===== src/rtl/pipe_ctrl_pkg.sv =====
// rtl/pipe_ctrl_pkg.sv - shared types and constants for the pipeline hazard controller
//
// Purpose : FSM state encoding, the x0 register constant, the bundled
//           stage-control struct with its canonical patterns, and the
//           helper that overlays redirect / load-use controls on a base pattern.
// Ports   : none (package)
package pipe_ctrl_pkg;

   typedef enum logic [1:0] {
      RUN      = 2'd0,
      MEM_WAIT = 2'd1,
      FAULT    = 2'd2
   } ctrl_state_e;

   localparam logic [4:0] REG_ZERO = 5'd0;

   typedef struct packed {
      logic dmem_req;
      logic pc_en;
      logic if_id_en;
      logic if_id_flush;
      logic id_ex_en;
      logic id_ex_flush;
      logic ex_mem_en;
      logic ex_mem_flush;
      logic mem_wb_bubble;
   } stage_ctrl_t;

   // Every stage advances, nothing cleared, no memory request.
   localparam stage_ctrl_t CTRL_RUN = '{
      dmem_req: 1'b0, pc_en: 1'b1, if_id_en: 1'b1, if_id_flush: 1'b0,
      id_ex_en: 1'b1, id_ex_flush: 1'b0, ex_mem_en: 1'b1, ex_mem_flush: 1'b0,
      mem_wb_bubble: 1'b0
   };

   // Outstanding data access: hold everything up to EX/MEM and push a NOP into WB.
   localparam stage_ctrl_t CTRL_FREEZE = '{
      dmem_req: 1'b1, pc_en: 1'b0, if_id_en: 1'b0, if_id_flush: 1'b0,
      id_ex_en: 1'b0, id_ex_flush: 1'b0, ex_mem_en: 1'b0, ex_mem_flush: 1'b0,
      mem_wb_bubble: 1'b1
   };

   // Pipeline fully stopped after a memory timeout.
   localparam stage_ctrl_t CTRL_HALT = '0;

   // A redirect wins over a load-use stall: the stalled consumer is on the
   // wrong path and is flushed anyway.
   function automatic stage_ctrl_t apply_hazard(input stage_ctrl_t base,
                                                input logic        redirect,
                                                input logic        load_use);
      stage_ctrl_t c;
      c = base;
      if (redirect) begin
         c.pc_en        = 1'b1;
         c.if_id_flush  = 1'b1;
         c.id_ex_flush  = 1'b1;
         c.ex_mem_flush = 1'b1;
      end else if (load_use) begin
         c.pc_en       = 1'b0;
         c.if_id_en    = 1'b0;
         c.id_ex_flush = 1'b1;
      end
      return c;
   endfunction

endpackage


===== src/rtl/load_use_detect.sv =====
// rtl/load_use_detect.sv - combinational load-use hazard detector
//
// Purpose : flags an ID instruction that reads the destination of a load
//           currently in EX; writes to x0 never create a dependency.
// Ports   : rs1_id/rs2_id     ID source register fields
//           use_rs1_id/use_rs2_id  ID instruction actually reads the field
//           rd_ex, mem_read_ex EX destination and load qualifier
//           load_use          one-bubble stall request
module load_use_detect
   import pipe_ctrl_pkg::*;
(
   input  logic [4:0] rs1_id,
   input  logic [4:0] rs2_id,
   input  logic       use_rs1_id,
   input  logic       use_rs2_id,
   input  logic [4:0] rd_ex,
   input  logic       mem_read_ex,
   output logic       load_use
);

   logic rs1_hit;
   logic rs2_hit;

   always_comb begin
      rs1_hit  = use_rs1_id && (rs1_id == rd_ex);
      rs2_hit  = use_rs2_id && (rs2_id == rd_ex);
      load_use = mem_read_ex && (rd_ex != REG_ZERO) && (rs1_hit || rs2_hit);
   end

endmodule


===== src/rtl/hazard_controller.sv =====
// rtl/hazard_controller.sv - stall/flush/bubble sequencer for the 5-stage RV32 pipeline
//
// Purpose : drives the PC and pipeline-register enables/clears for load-use
//           stalls, MEM-stage redirects and multi-cycle data-memory accesses;
//           counts stall cycles and redirects; faults on memory timeout.
// Ports   : clk, rst_n                 clock, synchronous active-low reset
//           rs1_id..mem_read_ex        load-use detection inputs
//           redirect_mem               taken branch/jump resolved in MEM
//           mem_access_mem, dmem_ready data access in MEM and its completion
//           dmem_req                   request qualifier to the data RAM
//           pc_en .. mem_wb_bubble     stage enables, clears and WB bubble
//           fault                      sticky memory-timeout flag
//           stall_cnt, flush_cnt       saturating event counters
module hazard_controller
   import pipe_ctrl_pkg::*;
#(
   parameter int CNT_W    = 32,
   parameter int WAIT_MAX = 16
) (
   input  logic             clk,
   input  logic             rst_n,
   input  logic [4:0]       rs1_id,
   input  logic [4:0]       rs2_id,
   input  logic             use_rs1_id,
   input  logic             use_rs2_id,
   input  logic [4:0]       rd_ex,
   input  logic             mem_read_ex,
   input  logic             redirect_mem,
   input  logic             mem_access_mem,
   input  logic             dmem_ready,
   output logic             dmem_req,
   output logic             pc_en,
   output logic             if_id_en,
   output logic             if_id_flush,
   output logic             id_ex_en,
   output logic             id_ex_flush,
   output logic             ex_mem_en,
   output logic             ex_mem_flush,
   output logic             mem_wb_bubble,
   output logic             fault,
   output logic [CNT_W-1:0] stall_cnt,
   output logic [CNT_W-1:0] flush_cnt
);

   localparam int                WAIT_W    = $clog2(WAIT_MAX + 1);
   // The counter already holds 1 for the cycle spent in RUN, so the
   // transition fires when the value before increment is WAIT_MAX-1.
   localparam logic [WAIT_W-1:0] WAIT_LAST = WAIT_W'(WAIT_MAX - 1);
   localparam logic [WAIT_W-1:0] WAIT_ONE  = WAIT_W'(1);
   localparam logic [CNT_W-1:0]  CNT_ONE   = CNT_W'(1);
   localparam logic [CNT_W-1:0]  CNT_MAX   = '1;

   ctrl_state_e       state_q, state_d;
   logic [WAIT_W-1:0] wait_q, wait_d;
   logic              fault_q, fault_d;
   logic [CNT_W-1:0]  stall_cnt_q, stall_cnt_d;
   logic [CNT_W-1:0]  flush_cnt_q, flush_cnt_d;

   logic              load_use;
   logic              stall_evt;
   logic              flush_evt;
   stage_ctrl_t       ctrl;

   load_use_detect u_load_use_detect (
      .rs1_id      (rs1_id),
      .rs2_id      (rs2_id),
      .use_rs1_id  (use_rs1_id),
      .use_rs2_id  (use_rs2_id),
      .rd_ex       (rd_ex),
      .mem_read_ex (mem_read_ex),
      .load_use    (load_use)
   );

   always_comb begin
      ctrl      = CTRL_RUN;
      state_d   = state_q;
      wait_d    = wait_q;
      fault_d   = fault_q;
      stall_evt = 1'b0;
      flush_evt = 1'b0;

      case (state_q)
         RUN: begin
            if (mem_access_mem && !dmem_ready) begin
               ctrl    = CTRL_FREEZE;
               state_d = MEM_WAIT;
               wait_d  = WAIT_ONE;
            end else begin
               ctrl          = CTRL_RUN;
               ctrl.dmem_req = mem_access_mem;
               ctrl          = apply_hazard(ctrl, redirect_mem, load_use);
               flush_evt     = redirect_mem;
               stall_evt     = load_use && !redirect_mem;
            end
         end
         MEM_WAIT: begin
            stall_evt = 1'b1;
            if (dmem_ready) begin
               // Release in the completing cycle; younger hazards are
               // resolved now rather than costing an extra cycle.
               ctrl          = CTRL_RUN;
               ctrl.dmem_req = 1'b1;
               ctrl          = apply_hazard(ctrl, redirect_mem, load_use);
               flush_evt     = redirect_mem;
               state_d       = RUN;
               wait_d        = '0;
            end else if (wait_q >= WAIT_LAST) begin
               ctrl    = CTRL_FREEZE;
               state_d = FAULT;
               fault_d = 1'b1;
            end else begin
               ctrl   = CTRL_FREEZE;
               wait_d = wait_q + WAIT_ONE;
            end
         end
         FAULT: begin
            ctrl    = CTRL_HALT;
            fault_d = 1'b1;
         end
         default: begin
            ctrl    = CTRL_HALT;
            state_d = RUN;
         end
      endcase

      stall_cnt_d = (stall_evt && stall_cnt_q != CNT_MAX) ? stall_cnt_q + CNT_ONE : stall_cnt_q;
      flush_cnt_d = (flush_evt && flush_cnt_q != CNT_MAX) ? flush_cnt_q + CNT_ONE : flush_cnt_q;

      // While in reset the datapath free-runs and any pending access is dropped.
      if (!rst_n) begin
         ctrl = CTRL_RUN;
      end
   end

   always_ff @(posedge clk) begin
      if (!rst_n) begin
         state_q     <= RUN;
         wait_q      <= '0;
         fault_q     <= 1'b0;
         stall_cnt_q <= '0;
         flush_cnt_q <= '0;
      end else begin
         state_q     <= state_d;
         wait_q      <= wait_d;
         fault_q     <= fault_d;
         stall_cnt_q <= stall_cnt_d;
         flush_cnt_q <= flush_cnt_d;
      end
   end

   assign dmem_req      = ctrl.dmem_req;
   assign pc_en         = ctrl.pc_en;
   assign if_id_en      = ctrl.if_id_en;
   assign if_id_flush   = ctrl.if_id_flush;
   assign id_ex_en      = ctrl.id_ex_en;
   assign id_ex_flush   = ctrl.id_ex_flush;
   assign ex_mem_en     = ctrl.ex_mem_en;
   assign ex_mem_flush  = ctrl.ex_mem_flush;
   assign mem_wb_bubble = ctrl.mem_wb_bubble;
   assign fault         = fault_q;
   assign stall_cnt     = stall_cnt_q;
   assign flush_cnt     = flush_cnt_q;

endmodule


===== config.mk =====
export PLATFORM = sky130hd
export DESIGN_NAME = hazard_controller
export DESIGN_NICKNAME = d
export VERILOG_FILES = /design/src/rtl/pipe_ctrl_pkg.sv /design/src/rtl/load_use_detect.sv /design/src/rtl/hazard_controller.sv
export SDC_FILE = /design/constraint.sdc
export NUM_CORES = 1
export LEC_CHECK = 0
export ABC_CLOCK_PERIOD_IN_PS = 2700
export BUFFER_PORTS_ARGS = -buffer_cell sky130_fd_sc_hd__clkbuf_2
export CELL_PAD_IN_SITES_DETAIL_PLACEMENT = 1
export CELL_PAD_IN_SITES_GLOBAL_PLACEMENT = 1
export CORE_MARGIN = 3
export CORE_UTILIZATION = 39
export CTS_CLUSTER_DIAMETER = 60
export CTS_CLUSTER_SIZE = 8
export DETAILED_ROUTE_END_ITERATION = 8
export PLACE_DENSITY = 0.83
export SYNTH_ARGS = -nofsm -noshare
export SYNTH_HDL_FRONTEND = slang
export SYNTH_SLANG_ARGS = --single-unit

===== constraint.sdc =====
create_clock -name clk -period 2.7 [get_ports clk]
set_input_delay 0.54 -clock clk [delete_from_list [all_inputs] [get_ports clk]]
set_output_delay 0.54 -clock clk [all_outputs]
set_load 0.03 [all_outputs]

==> impl_metrics.py, run 1 <==
metrics = {
    "synthesis": {
        "synth.area.top_cells": "dfxtp_1 38%, xor2_1 5.3%, nor2_1 4.7%",
        "syn_avg_cell_area_um2": 8.265,
        "synth-main-ff-cell": "dfxtp_1",
        "ys_seq_area_frac": 0.3799,
        "syn_inst": 459,
        "syn-num-nets": 486,
        "synthesis.area_um2": 3794,
        "synth_most_common_cell": "dfxtp_1",
        "synth_top_area_frac": 0.3799,
        "ys_async_sr_fraction": 0,
        "yosys.area.top_type": "dfxtp_1",
        "ys_types": 52,
        "yosys-top-cells-count": "72 x dfxtp_1, 48 x nor2_1, 33 x nand2_1",
        "synth_seq_cells": 72,
        "synth_edf_count": 0,
        "ys_warn_count": 0,
    },
    "floorplan": {
        "die_width_um": 104.6,
        "die_area_um2": 10950,
        "std_cell_rows": 35,
        "initial_core_util": 0.4067,
        "ios": 97,
        "die_h_um": 104.6,
        "core-area_um2": 9328,
    },
    "power_and_ir_drop": {
        "power.share.clock": 0.471,
        "irDropWorstVdd_v": 0.0003048,
        "power_frac_comb": 0.069,
        "internal-power_mw": 1.785,
        "power.density_nw_per_um2": 506.9,
        "pwr-share-seq": 0.460,
        "p_leak_nw": 1.822,
        "swShare": 0.2360,
        "switchingPower_uw": 551.3,
    },
    "sta": {
        "fin_skew_ns": 0.007627,
        "fin_crit_sh": 0.9413,
        "hold_violations": 0,
        "worst-slew-pin-transition_ns": 0.5490,
        "relSlewSlack": 0.6312,
        "rsz0062_at_grt": "false",
        "tns_ns": 0,
        "max_freq_mhz": 393.5,
        "finalSetupViolations": 0,
        "slew_violations": 0,
        "period_needed_ns": 2.542,
    },
    "clock_network": {
        "path_clk_slew_ns": 0.08,
        "cts_sinks": 72,
        "cts-root-buf": "clkbuf_8",
        "numCtsBuffers": 9,
        "postCtsHoldBufs": 0,
        "post_cts_buffers": 0,
        "cts_tree": "yes",
        "cts_buffer_depth": 2,
        "clkLatencyLatePin_ns": 0.34,
        "h-tree-depth": 3,
        "post_cts_resized": 0,
    },
    "finish": {
        "area_delta_synth_final_pct": 21.50,
        "fillers": 1179,
        "diodes": 0,
        "drive_gt1_frac": 0.2374,
        "stdcell_area_um2": 4609,
        "final_nets": 578,
    },
    "routing": {
        "drt-vias-per-instance": 5.464,
        "vias": 3743,
        "drt-total-wl_mm": 10.64,
        "drc": 0,
        "first_pass_iters": 6,
        "wl_per_cell_um": 15.54,
        "final_antenna_net_count": 0,
        "drt-initial-drc-count": 109,
    },
    "global_route": {
        "grt.overflow.total": 0,
        "grt.total_usage": 0.1979,
        "grt_max_degree": 29,
        "grt_pass1_wl_mm": 18.46,
        "antenna_found_initial": 0,
        "grt_pass1_vias": 3865,
    },
    "setup_path": {
        "timing.rr.start": "wait_q[0]$_SDFFE_PN0P_",
        "ff2ff_path_depth": 8,
        "crit_type": "input pin to primary output",
        "start_kind": "input pin",
        "crit_path_end": "id_ex_flush",
        "critical_path_arrival_ns": 2.00,
        "r2r_setup_slack_ns": 0.33,
        "worstPathMaxFanout": 4,
        "end_kind": "primary output",
        "crit_required_ns": 2.16,
        "crit_start": "rd_ex[2]",
        "worstReg2RegEnd": "wait_q[4]$_SDFFE_PN0P_",
    },
    "placement": {
        "postPlaceCellArea_um2": 4355,
        "place_hpwl_mm": 7.855,
        "place.gp.congestion": 0.8122,
        "io_buffers": 96,
    },
    "status": {
        "status": "finished, final reports clean",
    },
    "worst_hold_path": {
        "min_path_type": "input pin to flip-flop",
    },
    "run": {
        "drv_cap": 0,
    },
}
==> metal layers <==
metal,routed length (um),share of wire,vias to the layer above,global-route usage
met1,4839,0.45,1823,0.2495
met3,448,0.042,9,0.03582
met4,110,0.010,0,0.05717
li1,-,-,1832,-
met2,5242,0.49,79,0.3450
met5,0,0,-,0
==> power by group through the flow <==
stage | combinational (mW) | sequential [mW] | clock (mW)
floorplan | 0.0996 | 1.11 | 0
global placement | 0.157 | 1.10 | 0
detailed placement | 0.162 | 1.10 | 0
CTS | 0.163 | 1.08 | 1.12
global route | 0.176 | 1.08 | 1.17
finish | 0.161 | 1.08 | 1.10
==> worst max-delay path: stages <==
cell and delay [ns]:
clkbuf_2 0.11, xnor2_1 0.20, nand4_1 0.20, o22ai_2 0.34
a21oi_1 0.11, nor3_1 0.23, clkbuf_2 0.27
==> flip-flops by register name, summed over array words and instances, names as in the netlist <==
signal	cells
wait_q	5
state_q	2
fault	1
stall_cnt	32
flush_cnt	32
==> worst min-delay path by stage <==
stage                      startpoint                       to  slack, ns  depth (start not counted)
2_1_floorplan  wait_q[1]$_SDFFE_PN0P_   wait_q[1]$_SDFFE_PN0P_       0.44                          2
3_3_place_gp   wait_q[1]$_SDFFE_PN0P_   wait_q[1]$_SDFFE_PN0P_       0.45                          2
4_1_cts                mem_access_mem  state_q[0]$_SDFFE_PN0P_       0.46                          3
3_5_place_dp       fault$_SDFFE_PN0P_       fault$_SDFFE_PN0P_       0.48                          2
6_report               mem_access_mem  state_q[0]$_SDFFE_PN0P_       0.47                          3
5_1_grt                mem_access_mem  state_q[0]$_SDFFE_PN0P_       0.50                          3
==> kinds of logic after synthesis <==
kind of cell             after synthesis  synth area share
AND/OR/NAND/NOR                      226            0.3278
AO/OA/AOI/OAI                         80            0.1290
flip-flops                            72            0.3799
XOR/XNOR                              41           0.09466
buffers and inverters                 32           0.04485
multiplexers                           4           0.01055
adder cells (fa/ha/maj)                4           0.01319
==> cell usage in the layout, fill, tap and decap left out, drive strengths merged, types with 3 or more instances in the layout <==
cell | netlist | final
o211ai | 4 | 4
mux2i | 4 | 4
or3 | 25 | 25
xor2 | 23 | 23
nand3 | 29 | 29
nor4 | 6 | 6
and4 | 11 | 11
nand4 | 20 | 20
o31ai | 3 | 3
a21oi | 31 | 31
bufinv | 0 | 3
and2 | 12 | 12
nand2 | 33 | 33
nor2 | 48 | 48
a211oi | 3 | 3
o21ai | 27 | 27
and3 | 17 | 17
buf | 14 | 7
ha | 4 | 4
clkbuf | 8 | 107
inv | 9 | 10
xnor2 | 18 | 18
dfxtp | 72 | 72
nor3 | 10 | 10
or4 | 6 | 6
==> area by class of cell <==
class	instances	area (um2)	area share
multi-input cells	355	2182	0.4734
well taps	129	161.4	0.03502
clock buffers	11	151.4	0.03284
repair buffers	103	533.0	0.1156
clock inverters	5	102.6	0.02226
flip-flops and latches	72	1441	0.3127
inverters	10	37.54	0.008143
==> per-stage QoR <==
stage | hold WS [ns] | setup slack [ns] | utilization | total power, mW | instances
3_3_place_gp | 0.4547 | 0.1859 | 0.4669 | 1.257 | 669
3_5_place_dp | 0.4754 | 0.1657 | 0.4669 | 1.263 | 669
2_1_floorplan | 0.4443 | 0.03838 | - | 1.205 | 459
6_report | 0.4736 | 0.1585 | 0.4942 | 2.336 | 685
5_1_grt | 0.5016 | 0.07500 | 0.4942 | 2.420 | 685
4_1_cts | 0.4618 | 0.1524 | 0.4942 | 2.355 | 685
No activity file was read; power rests on OpenSTA's default activity.
==> run 2: changes to the inputs <==
CORE_UTILIZATION = 40   (was 39)
CTS_BUF_LIST = sky130_fd_sc_hd__clkbuf_2   (was default)
PLACE_DENSITY = 0.85   (was 0.83)
==> run 2 against run 1 <==
Non-clock buffer count down 1. Critical path depth did not move. Combinational power hardly changed. Maximum frequency fell by 0.22%. Die area down 2.4%. First-iteration DRC count decreased by 24%.
==> impl_metrics.py, run 2 (synthesis gave the netlist of run 1 again) <==
metrics = {
    "status": {
        "status": "finished, final reports clean",
    },
    "global_route": {
        "gr-usage-met3": 0.04561,
        "grt_pass1_vias": 3798,
        "grt_use_met1": 0.2363,
        "met2_usage": 0.3632,
        "grt.total_usage": 0.2031,
        "grt_max_degree": 35,
        "grt.overflow.total": 0,
        "antenna_found_initial": 0,
        "grt_pass1_wl_mm": 17.46,
        "grt_busiest_layer": "met2",
    },
    "routing": {
        "wl_per_cell_um": 15.76,
        "drt-total-wl_mm": 10.72,
        "first_pass_iters": 4,
        "drt-vias-per-instance": 5.574,
        "final_antenna_net_count": 0,
        "vias": 3790,
        "drc": 0,
        "drt-initial-drc-count": 83,
    },
    "clock_network": {
        "h-tree-depth": 3,
        "cts_tree": "yes",
        "numCtsBuffers": 9,
        "cts_buffer_depth": 2,
        "postCtsHoldBufs": 0,
        "cts-root-buf": "clkbuf_2",
        "cts_sinks": 72,
        "post_cts_buffers": 0,
        "path_clk_slew_ns": 0.20,
        "post_cts_resized": 0,
        "clkLatencyLatePin_ns": 0.54,
    },
    "power_and_ir_drop": {
        "switchingPower_uw": 516.0,
        "pwr-share-seq": 0.585,
        "power.share.clock": 0.328,
        "irDropWorstVdd_v": 0.0002248,
        "power.density_nw_per_um2": 414.9,
        "power_frac_comb": 0.088,
        "swShare": 0.2794,
        "internal-power_mw": 1.331,
        "p_leak_nw": 1.758,
    },
    "floorplan": {
        "std_cell_rows": 34,
        "die_area_um2": 10690,
        "die_width_um": 103.4,
        "ios": 97,
        "die_h_um": 103.4,
        "core-area_um2": 8976,
        "initial_core_util": 0.4226,
    },
    "placement": {
        "place.gp.congestion": 0.7771,
        "io_buffers": 96,
        "place_hpwl_mm": 7.965,
        "dpl_worst_slack_ns": 0.1524,
    },
    "sta": {
        "period_needed_ns": 2.547,
        "fin_skew_ns": 0.03385,
        "slew_violations": 0,
        "relSlewSlack": 0.5500,
        "fin_crit_sh": 0.9434,
        "holdWs_ns": 0.2820,
        "tns_ns": 0,
        "rsz0062_at_grt": "false",
        "max_freq_mhz": 392.6,
        "setup_slack_ns": 0.1529,
        "hold_violations": 0,
        "worst-slew-pin-transition_ns": 0.6688,
        "finalSetupViolations": 0,
    },
    "finish": {
        "diodes": 0,
        "fillers": 1162,
        "final_cell_mix": "105 x clkbuf_2, 72 x dfxtp_1, 48 x nor2_1",
        "drive_gt1_frac": 0.2347,
        "final_nets": 577,
        "final_common_cell": "clkbuf_2",
        "area_delta_synth_final_pct": 17.32,
    },
    "setup_path": {
        "end_kind": "primary output",
        "worstPathMaxFanout": 5,
        "start_kind": "input pin",
        "crit_required_ns": 2.16,
        "crit_type": "input pin to primary output",
        "ff2ff_path_depth": 8,
        "critical_path_arrival_ns": 2.01,
    },
    "run": {
        "drv_cap": 0,
    },
    "worst_hold_path": {
        "min_path_type": "input pin to flip-flop",
        "hold_path_depth": 3,
    },
}
## run 2: cell type report
cell class | instances | area (um2) | share of cell area
Sequential cell | 72 | 1441 | 0.3239
Tap cell | 126 | 157.7 | 0.03542
Clock buffer | 9 | 45.04 | 0.01012
Multi-Input combinational cell | 355 | 2182 | 0.4903
Clock inverter | 6 | 61.31 | 0.01378
Inverter | 10 | 37.54 | 0.008434
Timing Repair Buffer | 102 | 525.5 | 0.1181
## run 2: worst max-delay path, stage by stage
cell and delay (ns):
clkbuf_2 0.11, or4_1 0.53, o21a_1 0.25, nand2_1 0.09, nor2_1 0.04, o21ai_1 0.20, clkbuf_2 0.25
## run 2: path summary, 6_finish.rpt
check,from,end,slack (ns)
setup / recovery,rd_ex[1],if_id_en,0.15
hold reg to reg,wait_q[4]$_SDFFE_PN0P_,wait_q[4]$_SDFFE_PN0P_,0.50
hold / removal,rst_n,wait_q[2]$_SDFFE_PN0P_,0.28
setup reg to reg,wait_q[0]$_SDFFE_PN0P_,wait_q[3]$_SDFFE_PN0P_,0.36
## run 2: power by group through the flow
stage | Combinational [mW] | Clock [mW] | Sequential (mW)
2_1_floorplan | 0.0996 | 0 | 1.11
3_3_place_gp | 0.156 | 0 | 1.10
3_5_place_dp | 0.162 | 0 | 1.10
4_1_cts | 0.163 | 0.631 | 1.08
5_1_grt | 0.177 | 0.673 | 1.08
6_report | 0.162 | 0.605 | 1.08
## run 2: metal layers
| metal | wire length [um] | up-vias |
|---|---|---|
| li1 | - | 1828 |
| met1 | 4690 | 1861 |
| met2 | 5333 | 83 |
| met3 | 498 | 18 |
| met4 | 194 | 0 |
| met5 | 0 | - |
## run 2: metrics by stage
step           total power, mW  std cells  cell area (um2)    util
6_report                 1.847        680             4451  0.4958
3_5_place_dp             1.262        665             4344  0.4840
5_1_grt                  1.931        680             4451  0.4958
4_1_cts                  1.874        680             4451  0.4958
3_3_place_gp             1.256        665             4344  0.4840
2_1_floorplan            1.205        459             3794       -
==> run 3: changes to the inputs <==
ABC_CLOCK_PERIOD_IN_PS = 3100   (was 2700)
clock period = 3.1 ns   (was 2.7 ns; I/O delays follow)
==> run 3 against run 2 <==
Die area did not move. Largest power group unchanged. Largest cell class unchanged. Clock-buffer cell count is 1 higher. Register-to-register slack gained 0.32 ns.
==> impl_metrics.py, run 3 (synthesis gave the netlist of run 1 again) <==
metrics = {
    "clock_network": {
        "numCtsBuffers": 9,
        "h-tree-depth": 3,
        "cts_tree": "yes",
        "clkLatencyLatePin_ns": 0.52,
        "post_cts_resized": 0,
        "cts-root-buf": "clkbuf_2",
        "cts_sinks": 72,
        "path_clk_slew_ns": 0.18,
        "cts_buffer_depth": 2,
        "post_cts_buffers": 0,
        "postCtsHoldBufs": 0,
    },
    "worst_hold_path": {
        "min_path_type": "input pin to flip-flop",
        "min_to": "state_q[0]$_SDFFE_PN0P_",
        "hold_path_depth": 3,
        "min_from": "mem_access_mem",
    },
    "sta": {
        "slew_violations": 0,
        "period_needed_ns": 2.765,
        "hold_violations": 0,
        "setup_slack_ns": 0.3351,
        "tns_ns": 0,
        "max_freq_mhz": 361.7,
        "rsz0062_at_grt": "false",
        "fin_skew_ns": 0.04284,
        "finalSetupViolations": 0,
        "relSlewSlack": 0.6040,
        "fin_crit_sh": 0.8919,
        "worst-slew-pin-transition_ns": 0.5885,
        "holdWs_ns": 0.4073,
    },
    "floorplan": {
        "ios": 97,
        "die_width_um": 103.4,
        "initial_core_util": 0.4226,
        "die_area_um2": 10690,
        "core-area_um2": 8976,
        "die_h_um": 103.4,
        "std_cell_rows": 34,
    },
    "global_route": {
        "grt_pass1_vias": 3676,
        "grt.total_usage": 0.1999,
        "grt_max_degree": 42,
        "grt_pass1_wl_mm": 17.31,
        "grt.overflow.total": 0,
        "antenna_found_initial": 0,
    },
    "status": {
        "status": "finished, final reports clean",
    },
    "finish": {
        "final_nets": 576,
        "fillers": 1141,
        "area_delta_synth_final_pct": 18.47,
        "drive_gt1_frac": 0.2329,
        "final_cell_mix": "106 x clkbuf_2, 72 x dfxtp_1, 48 x nor2_1",
        "fin_util": 0.5007,
        "diodes": 0,
        "final_common_cell": "clkbuf_2",
    },
    "routing": {
        "drt-vias-per-instance": 5.479,
        "drt-total-wl_mm": 10.52,
        "wl_per_cell_um": 15.47,
        "drt-initial-drc-count": 78,
        "drc": 0,
        "vias": 3726,
        "final_antenna_net_count": 0,
        "first_pass_iters": 4,
    },
    "power_and_ir_drop": {
        "irDropWorstVdd_v": 0.0002924,
        "power.density_nw_per_um2": 395.4,
        "p_leak_nw": 1.779,
    },
    "placement": {
        "io_buffers": 96,
        "dpl_worst_slack_ns": 0.3215,
        "place.gp.congestion": 0.8121,
        "place_hpwl_mm": 7.840,
    },
    "setup_path": {
        "start_kind": "input pin",
        "worstReg2RegEnd": "wait_q[4]$_SDFFE_PN0P_",
        "crit_required_ns": 2.48,
        "r2r_setup_slack_ns": 0.68,
        "crit_type": "input pin to primary output",
        "end_kind": "primary output",
        "timing.rr.start": "wait_q[0]$_SDFFE_PN0P_",
        "ff2ff_path_depth": 8,
        "worstPathMaxFanout": 5,
        "critical_path_arrival_ns": 2.14,
    },
    "run": {
        "drv_cap": 0,
    },
}
-- run 3: layout make-up --
type / instances / area, um2 / area share
Sequential cell: 72 / 1441 / 0.3207
Clock buffer: 10 / 50.05 / 0.01114
Timing Repair Buffer: 101 / 518.0 / 0.1153
Inverter: 10 / 37.54 / 0.008352
Tap cell: 126 / 157.7 / 0.03508
Multi-Input combinational cell: 355 / 2182 / 0.4855
Clock inverter: 6 / 107.6 / 0.02394
-- run 3: how the worst max path moves through the flow --
stage,slack [ns],endpoint,cells past startpoint,startpoint
5_1_grt,0.26,pc_en,7,rd_ex[1]
2_1_floorplan,0.005,pc_en,6,rd_ex[1]
4_1_cts,0.32,if_id_en,7,rd_ex[1]
3_5_place_dp,0.32,if_id_en,7,rd_ex[1]
6_report,0.34,if_id_en,7,rd_ex[1]
3_3_place_gp,0.34,if_id_en,7,rd_ex[1]
-- run 3: critical path: stages --
cell      delay [ns]
clkbuf_2        0.11
or4_1           0.53
o21a_1          0.25
nand2_1         0.09
nor2_1          0.04
o21ai_0         0.23
clkbuf_2        0.27
-- run 3: stage by stage --
step / cell area [um2] / total power [mW] / cells
detailed placement: 4337 / 1.098 / 664
global placement: 4337 / 1.093 / 664
global route: 4494 / 1.857 / 680
floorplan: 3794 / 1.050 / 459
CTS: 4494 / 1.800 / 680
finish: 4494 / 1.777 / 680
-- run 3: where the power goes --
part	leakage, nW	switching [mW]	internal, mW
registers	0.580	0.00775	0.933
clock network	0.0935	0.350	0.349
logic	1.11	0.0910	0.0469
total	1.78	0.449	1.33
-- run 3: layer usage --
metal | vias up | GRT usage | share of wire
li1 | 1829 | - | -
met1 | 1807 | 0.2363 | 0.43
met2 | 79 | 0.3627 | 0.51
met3 | 11 | 0.05366 | 0.051
met4 | 0 | 0.03984 | 0.0091
met5 | - | 0 | 0
